<file path="src/rtl/uart_rx_ctrl.sv">
// UART receive controller: start detect, mid-bit baud clock
// generation for an external receiver, and a small receive FIFO.
//
// Ports:
//   CLK, CLR_N          clock, async active-low reset
//   Serial_in           raw UART line (idle high)
//   Rx_Data/Rx_Ready/Rx_Parity_ERR   receiver result
//   Rx_CLR, CLK_Baud    receiver clear and bit clock
//   Rd_En/Rd_Data/Rd_PErr/Rd_Valid/Fill   FIFO read side
//   Overrun, Frame_ERR, Clear_Status      sticky status
//
// Optional feature: define START_RECHECK_EN to re-check the
// line at mid-start-bit and abort on a false start.
module uart_rx_ctrl #(
   parameter int BAUD_DIV   = 5208,
   parameter int FIFO_DEPTH = 4
) (
   input  logic       CLK,
   input  logic       CLR_N,
   input  logic       Serial_in,
   input  logic [7:0] Rx_Data,
   input  logic       Rx_Ready,
   input  logic       Rx_Parity_ERR,
   output logic       Rx_CLR,
   output logic       CLK_Baud,
   input  logic       Rd_En,
   output logic [7:0] Rd_Data,
   output logic       Rd_PErr,
   output logic       Rd_Valid,
   output logic [4:0] Fill,
   output logic       Overrun,
   output logic       Frame_ERR,
   input  logic       Clear_Status
);

   localparam int HALF = BAUD_DIV / 2;
   localparam int AW   = (FIFO_DEPTH > 1) ? $clog2(FIFO_DEPTH) : 1;

   localparam logic [15:0] HALF_V  = 16'(HALF);
   localparam logic [15:0] HALF_M1 = 16'(HALF - 1);
   localparam logic [15:0] DIV_M1  = 16'(BAUD_DIV - 1);
   localparam logic [4:0]  DEPTH_V = 5'(FIFO_DEPTH);

   typedef enum logic [1:0] {
      IDLE,
      ALIGN,
      FRAME,
      DONE
   } state_t;

   state_t      state;
   logic [15:0] cnt;
   logic [15:0] cnt_inc;
   logic [3:0]  edges;

   logic s1;
   logic s2;
   logic s_prev;
   logic start;

   logic rdy_q;
   logic rdy_rise;
   logic rdy_seen;

   logic done_go;
   logic err_go;

   logic [8:0]    mem [FIFO_DEPTH];
   logic [AW-1:0] wp;
   logic [AW-1:0] rp;
   logic [4:0]    count;
   logic          full;
   logic          pop;
   logic          wr;
   logic          ovr_set;

   // Line synchronizer plus one extra flop for edge detect;
   // all reset to the idle (high) level.
   always_ff @(posedge CLK or negedge CLR_N) begin
      if (!CLR_N) begin
         s1     <= 1'b1;
         s2     <= 1'b1;
         s_prev <= 1'b1;
      end else begin
         s1     <= Serial_in;
         s2     <= s1;
         s_prev <= s2;
      end
   end

   assign start = s_prev & ~s2;

   always_ff @(posedge CLK or negedge CLR_N) begin
      if (!CLR_N) begin
         rdy_q <= 1'b0;
      end else begin
         rdy_q <= Rx_Ready;
      end
   end

   assign rdy_rise = Rx_Ready & ~rdy_q;
   assign cnt_inc  = cnt + 16'd1;

   assign done_go = (state == FRAME) && (cnt == DIV_M1)
                 && (edges == 4'd10);

   // A ready rise landing on the DONE-entry edge still counts.
   assign err_go = done_go & ~(rdy_seen | rdy_rise);

   always_ff @(posedge CLK or negedge CLR_N) begin
      if (!CLR_N) begin
         state    <= IDLE;
         cnt      <= '0;
         edges    <= '0;
         CLK_Baud <= 1'b0;
         Rx_CLR   <= 1'b1;
      end else begin
         Rx_CLR <= err_go;
         unique case (state)
            IDLE: begin
               cnt      <= '0;
               edges    <= '0;
               CLK_Baud <= 1'b0;
               if (start) begin
                  state <= ALIGN;
               end
            end
            ALIGN: begin
               if (cnt == HALF_M1) begin
                  cnt <= '0;
`ifdef START_RECHECK_EN
                  if (s2) begin
                     state <= IDLE;
                  end else begin
                     state    <= FRAME;
                     CLK_Baud <= 1'b1;
                     edges    <= 4'd1;
                  end
`else
                  state    <= FRAME;
                  CLK_Baud <= 1'b1;
                  edges    <= 4'd1;
`endif
               end else begin
                  cnt <= cnt_inc;
               end
            end
            FRAME: begin
               if (cnt == DIV_M1) begin
                  cnt <= '0;
                  if (edges == 4'd10) begin
                     state    <= DONE;
                     CLK_Baud <= 1'b0;
                  end else begin
                     CLK_Baud <= 1'b1;
                     edges    <= edges + 4'd1;
                  end
               end else begin
                  cnt      <= cnt_inc;
                  CLK_Baud <= (cnt_inc < HALF_V);
               end
            end
            DONE: begin
               state <= IDLE;
               cnt   <= '0;
               edges <= '0;
            end
            default: begin
               state <= IDLE;
            end
         endcase
      end
   end

   // Tracks whether the receiver reported a byte during the
   // current frame; rearmed when a new start is accepted.
   always_ff @(posedge CLK or negedge CLR_N) begin
      if (!CLR_N) begin
         rdy_seen <= 1'b0;
      end else if ((state == IDLE) && start) begin
         rdy_seen <= rdy_rise;
      end else if (rdy_rise) begin
         rdy_seen <= 1'b1;
      end
   end

   always_ff @(posedge CLK or negedge CLR_N) begin
      if (!CLR_N) begin
         Frame_ERR <= 1'b0;
      end else if (err_go) begin
         Frame_ERR <= 1'b1;
      end else if (Clear_Status) begin
         Frame_ERR <= 1'b0;
      end
   end

   assign full    = (count == DEPTH_V);
   assign pop     = Rd_En & (count != 5'd0);
   assign wr      = rdy_rise & (~full | pop);
   assign ovr_set = rdy_rise & full & ~pop;

   always_ff @(posedge CLK or negedge CLR_N) begin
      if (!CLR_N) begin
         for (int i = 0; i < FIFO_DEPTH; i++) begin
            mem[i] <= '0;
         end
         wp    <= '0;
         rp    <= '0;
         count <= '0;
      end else begin
         if (wr) begin
            mem[wp] <= {Rx_Parity_ERR, Rx_Data};
            wp      <= wp + AW'(1);
         end
         if (pop) begin
            rp <= rp + AW'(1);
         end
         if (wr && !pop) begin
            count <= count + 5'd1;
         end else if (!wr && pop) begin
            count <= count - 5'd1;
         end
      end
   end

   always_ff @(posedge CLK or negedge CLR_N) begin
      if (!CLR_N) begin
         Overrun <= 1'b0;
      end else if (ovr_set) begin
         Overrun <= 1'b1;
      end else if (Clear_Status) begin
         Overrun <= 1'b0;
      end
   end

   assign Rd_Data  = mem[rp][7:0];
   assign Rd_PErr  = mem[rp][8];
   assign Rd_Valid = (count != 5'd0);
   assign Fill     = count;

endmodule

</file>
<file path="config.mk">
export PLATFORM = sky130hd
export DESIGN_NAME = uart_rx_ctrl
export DESIGN_NICKNAME = d
export VERILOG_FILES = /design/src/rtl/uart_rx_ctrl.sv
export SDC_FILE = /design/constraint.sdc
export NUM_CORES = 1
export LEC_CHECK = 0
export BUFFER_PORTS_ARGS = -buffer_cell sky130_fd_sc_hd__clkbuf_2
export CORE_AREA = 5 5 104 106
export DETAILED_ROUTE_END_ITERATION = 16
export DIE_AREA = 0 0 109 111
export GPL_TIMING_DRIVEN = 0
export PLACE_DENSITY = 0.62
export SLEW_MARGIN = 40
export SYNTH_ARGS = -nofsm -noshare
export SYNTH_HDL_FRONTEND = slang
export SYNTH_SLANG_ARGS = --single-unit
</file>
<file path="constraint.sdc">
create_clock -name CLK -period 3.7 [get_ports CLK]
set_clock_uncertainty 0.15 [all_clocks]
set_input_delay 0.74 -clock CLK [delete_from_list [all_inputs] [get_ports CLK]]
set_output_delay 0.74 -clock CLK [all_outputs]
set_load 0.01 [all_outputs]
</file>
== After elaboration in Yosys (flattened, before gate mapping) ==
Cells that the tools add are included.
Storage, ports and cells
  register bits: 76
  input port bits: 15
Cells by class
  add/subtract/negate cells: 6
  $lt $le $gt $ge: 4
  equality and inequality tests: 12
  mux-type cells: 29
  bitwise operators: 16
  reduce and logical (&&, ||, !) cells: 19
Operator list (number)
  one-hot mux 16 bit (3 select lines): 1
  bitwise mux 36 bit: 1
  two-way mux 16 bit: 2
  two-way mux 9 bit: 3
  binary-select mux 9 bit (select 2 bit): 1
  demux 9 bit (select 2 bit): 1
  adder 16 x 1 -> 16 bit, second input constant: 1
  equality test 16 x 12 -> 1 bit, second input constant: 1
  equality test 16 x 13 -> 1 bit, second input constant: 1
  less-than comparator 16 x 12 -> 1 bit, second input constant: 1
  two-way mux 4 bit: 3
  one-hot mux 4 bit (3 select lines): 1
  two-way mux 5 bit: 2
  two-way mux 1 bit: 8
  two-way mux 2 bit: 4
  one-hot mux 2 bit (4 select lines): 1
  nonzero test 2 bit: 4
  bitwise AND 1 bit: 7
  greater-or-equal comparator 3 bit, second input constant: 2
  logical AND 1 bit: 6
  inequality test 2 bit, second input constant: 3
  NOT 2 -> 3 bit: 2
  adder 5 x 1 -> 5 bit, second input constant: 1
  equality test 5 x 3 -> 1 bit, second input constant: 1
  other kinds (19): 28

== Longest topological paths before layout ==
Gate-level depths: netlist of run 1.
  word-level depth: 8
  depth in mapped cells: 11

== Least setup slack after synthesis of run 1 ==
OpenSTA, ideal clock, no wires.
  path kind: register to register
  start point: register count[0] (netlist: Fill[0])
  end point: register count[4] (netlist: Fill[4])
  setup time: 0.126 ns
  arrival time: 2.718 ns
  required time: 3.424 ns
  setup slack: 0.706 ns
  stages on the path, launching flop included: 12
  path buffers: 0
  cell sequence: dfrtp_1 or4_1 or2_2 nand2_1 ha_1 inv_1 fa_1 a21o_1 a21oi_1 xnor2_1 nor2_1 xor2_1
Between the ends
  cells in the longest elaborated chain, start to end: 7
  elaborated cells between the ends (all ways): 15
  classes of those cells: 2 x add/sub; 1 x eq/ne; 2 x mux; 4 x bitwise; 6 x reduce/logical
RTL lines
  start: declaration: RTL line 71  | logic [4:0] count;
  start signal: assignment: RTL line 219  | count <= count + 5'd1;
  start signal: assignment: RTL line 221  | count <= count - 5'd1;
  nonzero test 5 bit (*)
  named net Rd_Valid: RTL line 29  | output logic Rd_Valid,
  bitwise AND 1 bit (*): RTL line 198  | assign pop = Rd_En & (count != 5'd0);
  bitwise OR 1 bit: RTL line 199  | assign wr = rdy_rise & (~full | pop);
  bitwise AND 1 bit: RTL line 199
  zero test 1 bit: RTL line 220  | end else if (!wr && pop) begin
  logical AND 1 bit: RTL line 220
  nonzero test 2 bit (no source line)
The timed path passes the listed nets; every way through them passes the cells marked *. The select of a mux whose other input is x is not followed.
A chain may end at the register's enable or synchronous reset.

== Final worst setup path of run 1 ==
  start point: register count[0] (netlist: Fill[0])
  end point: register count[4] (netlist: Fill[4])
Between the ends
  cells in the longest elaborated chain, start to end: 7
  elaborated cells between the ends (all ways): 15
  classes of those cells: 2 x add/sub; 1 x eq/ne; 2 x mux; 4 x bitwise; 6 x reduce/logical
RTL lines
  nonzero test 5 bit / equality test 5 x 3 -> 1 bit (equally long branches): RTL line 198, 197
  bitwise AND 1 bit / NOT 1 bit (equally long branches): RTL line 198, 199
  bitwise OR 1 bit (*): RTL line 199
  bitwise AND 1 bit (*): RTL line 199
  named net wr: RTL line 74  | logic wr;
  zero test 1 bit: RTL line 220
  logical AND 1 bit: RTL line 220
  nonzero test 2 bit (no source line)
Marks and branches as above.

==> flow_summary.json, run 1 <==
{
  "multiInputGateArea_sq_um": 1820,
  "peakVddDrop_mv": 0.326,
  "ctsResizeCount": 0,
  "max_freq_mhz": 315,
  "p_leak_nw": 1.92,
  "powerDensity_nw_per_um2": 713,
  "grt_pass1_vias": 2713,
  "cp_data_arrival_time_ns": 3.26,
  "synth_fp_nets": 352,
  "finalNetCount": 397,
  "cts_buffer_depth": 2,
  "core_area_sq_um": 9680,
  "slew_violations": 0,
  "drc": 0,
  "grt_util_met2_pct": 20.0,
  "dp_slack_ns": 0.372,
  "required_ns": 3.78,
  "area_growth_pct": 14.0,
  "outcome": "finished clean",
  "grt_max_degree": 52,
  "grtUsageMet3_pct": 3.90,
  "cp_max_fo": 8,
  "period_minus_slack_ns": 3.18,
  "cts_hold_buffers": 0,
  "drive_above_1_share_pct": 32.8,
  "fp.dieW_um": 109,
  "cts_tree": "built",
  "dieArea_sq_um": 12100,
  "synth-seq-cells": 76,
  "synthCells": 322,
  "synth_top_flop_cell": "dfrtp_1",
  "async_reset_ff_share_pct": 100,
  "rr_worst_depth": 11,
  "avgSynthCellArea_sq_um": 12.0,
  "timing_worst_setup_path_type": "reg -> reg",
  "fin_ws_ns": 0.521,
  "gp_congestion": 0.801,
  "critical-path-max-stage-delay_ns": 0.54,
  "yosys_warnings": 0,
  "finalWirelength_um": 7450,
  "grt_use_met1_pct": 18.8,
  "ant_nets": 0,
  "start_util_pct": 39.9,
  "final-seq-area_sq_um": 1910,
  "synth-edff-count": 0,
  "hold_viol": 0,
  "wl_per_cell_um": 14.7,
  "die_height_um": 111,
  "viasPerCell": 4.99,
  "diodes": 0,
  "finalCritPeriodShare_pct": 85.9,
  "track_usage_pct": 13.6,
  "hpwlAfterDp_um": 5300,
  "critPathLaunchType": "register",
  "end_kind": "register",
  "portBuffers": 33,
  "rsz0062_at_grt": "no",
  "maxCapViolations": 0,
  "tns_ns": 0,
  "cp_slowest_cell": "or4_1",
  "dr.pass1.iters": 4,
  "post_cts_buffers": 0,
  "ios": 34,
  "clkLatencyLatePin_ns": 0.35,
  "numCtsBuffers": 9,
  "fillCellCount": 897,
  "syn_area_sq_um": 3860,
  "grt_pass1_wl_um": 13000,
  "relSlewSlack_pct": 53.4,
  "cp_cell_sequence": "or4_1 -> nor3b_1 -> nor2_1 -> ha_1 -> inv_1 -> ha_1 -> a21o_1 -> a21oi_1 -> xnor2_1 -> nor2_1 -> xor2_1",
  "htree_levels": 3,
  "vias": 2518,
  "overflow": 0,
  "grt-busiest-layer": "met2",
  "worstMarginPinSlew_ns": 0.693,
  "hold_class": "in -> async",
  "drt_iter0_drc": 76,
  "synth_cell_types": 54,
  "num_rows": 36,
  "cts_sinks": 76,
  "setup_viol": 0,
  "root_buffer": "clkbuf_8",
  "clk_pin_slew_ns": 0.08,
  "antenna_found_initial": 0,
  "seq_area_frac_synth_pct": 49.4
}
## path summary, 6_finish.rpt
check	startpoint	end	slack (ns)
min in group CLK	s1$_DFF_PN1_	s2$_DFF_PN1_	0.20
min	CLR_N	cnt[14]$_DFF_PN0_	0.12
max	Fill[0]$_DFFE_PN0P_	Fill[4]$_DFFE_PN0P_	0.52
max reg2reg	Fill[0]$_DFFE_PN0P_	Fill[4]$_DFFE_PN0P_	0.52
min reg2reg	s1$_DFF_PN1_	s2$_DFF_PN1_	0.20
max in group asynchronous	CLR_N	s1$_DFF_PN1_	2.72
## state kept, by name, indices dropped and copies added (netlist names), 2 cells and up
signal,flops
rp,2
Fill,5
edges,4
mem,36
wp,2
state,2
cnt,16
## layout make-up
class | instances | area share (%)
clock inverter | 4 | 0.597
inverter | 13 | 1.11
tap | 133 | 3.78
timing repair buffer | 34 | 4.57
clock buffer | 12 | 3.30
multi-input combinational | 220 | 41.2
buffer | 13 | 2.10
sequential | 76 | 43.3
## power breakdown
part           internal, mW  total [mW]  switching [mW]  leakage [nW]
logic                 0.664        1.27           0.607         0.893
clock network         0.261       0.561           0.300        0.0863
registers              1.13        1.31           0.178         0.944
total                  2.05        3.14            1.08          1.92
## stage by stage
| stage | area (sq um) | util (%) | std cells | hold slack (ns) | total power, mW |
|---|---|---|---|---|---|
| floorplan | 3860 | - | 322 | 0.195 | 2.23 |
| global placement | 4200 | 43.3 | 488 | 0.197 | 2.57 |
| detailed placement | 4230 | 43.7 | 489 | 0.201 | 2.62 |
| CTS | 4400 | 45.5 | 505 | 0.116 | 3.19 |
| global route | 4400 | 45.5 | 505 | 0.115 | 3.38 |
| finish | 4400 | 45.5 | 505 | 0.115 | 3.14 |
## critical path: cells and delay by family, from the launching register on
kind                       cells  cell delay (ns)
and+or+nand+nor                4             1.10
adders and majority gates      2             0.56
DFF                            1             0.45
AOI/OAI and AO/OA              2             0.37
xor gates and xnor gates       2             0.28
buffers and inverters          1             0.14
## cells in the final DEF, fill, tap and decap left out, drive strengths merged, types with 2 or more instances in the layout
cell / count
dfstp: 4
buf: 10
clkinv: 3
a31oi: 2
o21ai: 12
nor3: 4
xor2: 7
dfrtp: 72
nand3: 14
nor2: 25
mux4: 9
and3: 2
inv: 13
nor4: 4
xnor2: 17
or4: 3
o31ai: 2
nand4: 5
a21o: 5
mux2i: 2
clkbuf: 49
or2: 4
nor4b: 2
nor3b: 2
a21oi: 6
nand2: 22
mux2: 38
a211oi: 2
ha: 14
nand3b: 2
## kinds of logic (layout without fill, tap and decap cells)
| group | count (synthesis) | after routing | synth area share [%] |
|---|---|---|---|
| DFF | 76 | 76 | 49.4 |
| buffers and inverters | 26 | 76 | 3.63 |
| xor gates and xnor gates | 24 | 24 | 5.44 |
| muxes | 49 | 49 | 16.8 |
| AOI/OAI and AO/OA | 36 | 36 | 6.38 |
| adders and majority gates | 15 | 15 | 5.05 |
| and+or+nand+nor | 96 | 96 | 13.3 |
## metal layers
| layer | wire length, um | part of all wire [%] |
|---|---|---|
| met3 | 279 | 3.7 |
| met5 | 0 | 0 |
| met4 | 128 | 1.7 |
| met2 | 3420 | 46 |
| met1 | 3620 | 49 |
## Yosys cell counts (all sizes together) (3+ instances only)
cell    count  area (sq um)
a21o        5          37.5
a21oi       6          30.0
buf         9          73.8
clkbuf      4          17.5
dfrtp      72          1800
dfstp       4           105
ha         14           175
inv        13          48.8
mux2       38           428
mux4        9           203
nand2      22          92.6
nand3      14          70.1
nand4       5          31.3
nor2       25          93.8
nor3        4          20.0
nor4        4          40.0
o21ai      12          60.1
or2         4          27.5
or4         3          22.5
xnor2      17           149
xor2        7          61.3
No activity file was read; power rests on OpenSTA's default activity.
==> run 2, diff against run 1 <==
CELL_PAD_IN_SITES_DETAIL_PLACEMENT = 1   (was default)
CELL_PAD_IN_SITES_GLOBAL_PLACEMENT = 1   (was default)
PLACE_DENSITY = 0.73   (was 0.62)
==> run 2 against run 1 <==
Sequential power hardly changed. Via count is 5.9% higher. Clock power is 2% lower. Clock-buffer cell count is 1 lower. Die area stayed put. Utilization is 0.090 points lower. Final cell count stayed put. Power is 0.18% higher. Combinational power hardly changed. Wire length is 11% higher. Global-route usage is 1.3 points higher. Highest routed layer unchanged.
==> flow_summary.json, run 2 (synthesis results as in run 1) <==
{
  "drive_above_1_share_pct": 32.8,
  "timing_worst_setup_path_type": "reg -> reg",
  "post_cts_buffers": 0,
  "slew_violations": 0,
  "start_util_pct": 39.9,
  "cts_tree": "built",
  "ios": 34,
  "wl_per_cell_um": 16.3,
  "ctsResizeCount": 0,
  "portBuffers": 33,
  "fillCellCount": 1065,
  "die_height_um": 111,
  "finalWirelength_um": 8230,
  "antenna_found_initial": 0,
  "viasPerCell": 5.28,
  "grt_pass1_vias": 2882,
  "root_buffer": "clkbuf_8",
  "maxCapViolations": 0,
  "fin_total_pwr_mw": 3.14,
  "critical-path-max-stage-delay_ns": 0.54,
  "cp_max_fo": 8,
  "numCtsBuffers": 9,
  "rsz0062_at_grt": "no",
  "clk_pin_slew_ns": 0.08,
  "cp_slowest_cell": "or4_1",
  "relSlewSlack_pct": 53.5,
  "critPathLaunchType": "register",
  "max_freq_mhz": 310,
  "grt_pass1_wl_um": 14300,
  "outcome": "finished clean",
  "largest_reg_flops": 36,
  "hpwlAfterDp_um": 5910,
  "required_ns": 3.78,
  "peakVddDrop_mv": 0.325,
  "gp_congestion": 0.774,
  "cp_data_arrival_time_ns": 3.31,
  "p_leak_nw": 1.92,
  "ant_nets": 0,
  "core_area_sq_um": 9680,
  "finalNetCount": 397,
  "regMostFlops": "mem",
  "vias": 2666,
  "diodes": 0,
  "final_cell_mix": "dfrtp_1 (72), mux2_2 (37), clkbuf_2 (34)",
  "worstMarginPinSlew_ns": 0.691,
  "track_usage_pct": 14.9,
  "cts_buffer_depth": 2,
  "clkLatencyLatePin_ns": 0.35,
  "end_kind": "register",
  "mostFrequentLayoutCell": "dfrtp_1",
  "reg2reg_slack_ns": 0.47,
  "cts_sinks": 76,
  "cp_cell_sequence": "or4_1 -> nor3b_1 -> nor2_1 -> ha_1 -> inv_1 -> ha_1 -> a21o_1 -> a21oi_1 -> xnor2_1 -> nor2_1 -> xor2_1",
  "overflow": 0,
  "htree_levels": 3,
  "final-seq-area_sq_um": 1910,
  "dr.pass1.iters": 5,
  "area_growth_pct": 13.8,
  "num_rows": 36,
  "hold_viol": 0,
  "timing.rr.end": "Fill[4]$_DFFE_PN0P_",
  "dieArea_sq_um": 12100,
  "tns_ns": 0,
  "drt_iter0_drc": 101,
  "hold_class": "in -> async",
  "worstReg2RegStart": "Fill[0]$_DFFE_PN0P_",
  "rr_worst_depth": 11,
  "finalCritPeriodShare_pct": 87.3,
  "drc": 0,
  "fp.dieW_um": 109,
  "setup_viol": 0,
  "period_minus_slack_ns": 3.23,
  "cts_hold_buffers": 0,
  "powerDensity_nw_per_um2": 715,
  "multiInputGateArea_sq_um": 1820,
  "grt_max_degree": 65
}
## run 2: worst max-delay path, delay by kind of cell (launching register included)
family	cells	cell delay, ns
flip-flops	1	0.46
buffers and inverters	1	0.14
AO/OA/AOI/OAI	2	0.37
adder cells (fa/ha/maj)	2	0.57
XOR/XNOR	2	0.29
AND/OR/NAND/NOR	4	1.13
## run 2: worst max path at each step
stage               cells after the start           startpoint                  end
floorplan                              11  Fill[0]$_DFFE_PN0P_  Fill[4]$_DFFE_PN0P_
global placement                       11             Rx_Ready  Fill[4]$_DFFE_PN0P_
detailed placement                     11             Rx_Ready  Fill[4]$_DFFE_PN0P_
CTS                                    11  Fill[0]$_DFFE_PN0P_  Fill[4]$_DFFE_PN0P_
global route                           11  Fill[0]$_DFFE_PN0P_  Fill[4]$_DFFE_PN0P_
finish                                 11  Fill[0]$_DFFE_PN0P_  Fill[4]$_DFFE_PN0P_
## run 2: final cells by class
cell class	instances	share of cell area, %
Buffer	13	2.11
Sequential cell	76	43.4
Multi-Input combinational cell	220	41.3
Inverter	13	1.11
Tap cell	133	3.79
Timing Repair Buffer	34	4.58
Clock inverter	5	0.712
Clock buffer	11	2.99
## run 2: metal layers
layer  routed length [um]  vias to the layer above  track usage, %
met5                    0                        -               0
met4                  139                        0            5.81
met3                  285                       12            2.68
met2                 4110                       50            23.4
met1                 3700                     1369            20.3
li1                     -                     1235               -
## run 2: metrics by stage
step	hold slack, ns	cells	setup slack [ns]	utilization (%)	cell area, sq um
2_1_floorplan	0.195	322	0.706	-	3860
3_3_place_gp	0.197	488	0.368	43.3	4200
3_5_place_dp	0.198	489	0.284	43.7	4230
4_1_cts	0.0617	505	0.439	45.4	4400
5_1_grt	0.0653	505	0.224	45.4	4400
6_report	0.0707	505	0.469	45.4	4400
## run 2: power by group
| group | internal (mW) | switching, mW | total, mW |
|---|---|---|---|
| clock | 0.242 | 0.308 | 0.550 |
| sequential | 1.13 | 0.181 | 1.31 |
| combinational | 0.665 | 0.620 | 1.28 |
| total | 2.04 | 1.11 | 3.14 |
==> run 3, diff against run 2 <==
REMOVE_ABC_BUFFERS = 1   (was default)
==> run 3 against run 2 <==
First-iteration DRC count shrank 16%. Sequential cell count is the same. Critical path type unchanged. Utilization decreased by 0.57 points. Design area decreased by 1.3%.
==> flow_summary.json, run 3 (synthesis results as in run 1) <==
{
  "cts_tree": "built",
  "end_kind": "register",
  "holdWs_ns": 0.0826,
  "clk_pin_slew_ns": 0.08,
  "antenna_found_initial": 0,
  "cp_max_fo": 8,
  "outcome": "finished clean",
  "fin_total_pwr_mw": 3.20,
  "finalNetCount": 384,
  "max_freq_mhz": 312,
  "setup_viol": 0,
  "root_buffer": "clkbuf_8",
  "p_leak_nw": 1.87,
  "area_growth_pct": 12.3,
  "maxCapViolations": 0,
  "tns_ns": 0,
  "grt_pass1_vias": 2803,
  "peakVddDrop_mv": 0.308,
  "hpwlAfterDp_um": 5800,
  "grt_pass1_wl_um": 14100,
  "relSlewSlack_pct": 52.3,
  "ant_nets": 0,
  "cp_cell_sequence": "or4_1 -> nor3b_1 -> nor2_1 -> ha_1 -> inv_1 -> ha_1 -> a21o_1 -> a21oi_1 -> xnor2_1 -> nor2_1 -> xor2_1",
  "numCtsBuffers": 9,
  "fillCellCount": 1045,
  "ctsResizeCount": 0,
  "clkLatencyLatePin_ns": 0.34,
  "period_minus_slack_ns": 3.21,
  "viasPerCell": 5.18,
  "die_height_um": 111,
  "finalWirelength_um": 7980,
  "slew_violations": 0,
  "diodes": 0,
  "fp.dieW_um": 109,
  "cts_sinks": 76,
  "num_rows": 36,
  "final_cell_mix": "dfrtp_1 (72), mux2_2 (37), clkbuf_2 (32)",
  "drt_iter0_drc": 85,
  "final_area_sq_um": 4340,
  "critPathBufInv": 1,
  "track_usage_pct": 14.5,
  "place_area_sq_um": 4140,
  "finalCritPeriodShare_pct": 86.6,
  "cts_buffer_depth": 2,
  "wl_per_cell_um": 16.2,
  "powerDensity_nw_per_um2": 736,
  "timing_worst_setup_path_type": "reg -> reg",
  "dieArea_sq_um": 12100,
  "dr.pass1.iters": 4,
  "cp_data_arrival_time_ns": 3.27,
  "drive_above_1_share_pct": 31.6,
  "cp_top_family": "simple AND/OR/NAND/NOR gates",
  "regMostFlops": "mem",
  "required_ns": 3.77,
  "critPathLaunchType": "register",
  "post_cts_buffers": 0,
  "worstMarginPinSlew_ns": 0.709,
  "rsz0062_at_grt": "no",
  "final_util_pct": 44.8,
  "start_util_pct": 39.9,
  "htree_levels": 3,
  "gp_congestion": 0.719,
  "hold_viol": 0,
  "core_area_sq_um": 9680,
  "critical-path-max-stage-delay_ns": 0.54,
  "mostFrequentLayoutCell": "dfrtp_1",
  "vias": 2543,
  "drc": 0,
  "grt_max_degree": 65,
  "overflow": 0,
  "hold_class": "in -> async",
  "largest_reg_flops": 36,
  "ios": 34,
  "cts_hold_buffers": 0,
  "reg2reg_slack_ns": 0.49,
  "cp_slowest_cell": "or4_1",
  "portBuffers": 33
}
==> run 3: final timing paths <==
kind                                     startpoint  depth (start not counted)             endpoint
worst max register to register  Fill[0]$_DFFE_PN0P_                         11  Fill[4]$_DFFE_PN0P_
max in group asynchronous                     CLR_N                          2         s1$_DFF_PN1_
worst max-delay path            Fill[0]$_DFFE_PN0P_                         11  Fill[4]$_DFFE_PN0P_
worst min-delay path                          CLR_N                          1     cnt[9]$_DFF_PN0_
min in group CLK                       s1$_DFF_PN1_                          0         s2$_DFF_PN1_
worst min register to register         s1$_DFF_PN1_                          0         s2$_DFF_PN1_
==> run 3: routing by layer <==
metal  GRT usage, %  part of all wire, %  vias up
li1               -                    -     1213
met1           19.9                   48     1277
met2           22.9                   48       44
met3           2.50                  2.7        9
met4           5.30                  1.4        0
met5              0                    0        -
==> run 3: area by class of cell <==
type | instances | area (sq um) | share of cell area (%)
repair buffers | 34 | 201 | 4.64
well taps | 133 | 166 | 3.83
flip-flops and latches | 76 | 1910 | 43.9
clock buffers | 9 | 124 | 2.85
inverters | 13 | 48.8 | 1.12
multi-input cells | 220 | 1830 | 42.1
clock inverters | 6 | 65.1 | 1.50
==> run 3: where the power goes <==
part	leakage [nW]	internal [mW]	switching, mW
Clock	0.0955	0.309	0.309
Combinational	0.836	0.647	0.563
Sequential	0.944	1.13	0.240
==> run 3: through the flow <==
| step | std cells | setup slack, ns |
|---|---|---|
| 2_1_floorplan | 309 | 0.710 |
| 3_3_place_gp | 475 | 0.362 |
| 3_5_place_dp | 476 | 0.274 |
| 4_1_cts | 491 | 0.456 |
| 5_1_grt | 491 | 0.193 |
| 6_report | 491 | 0.494 |
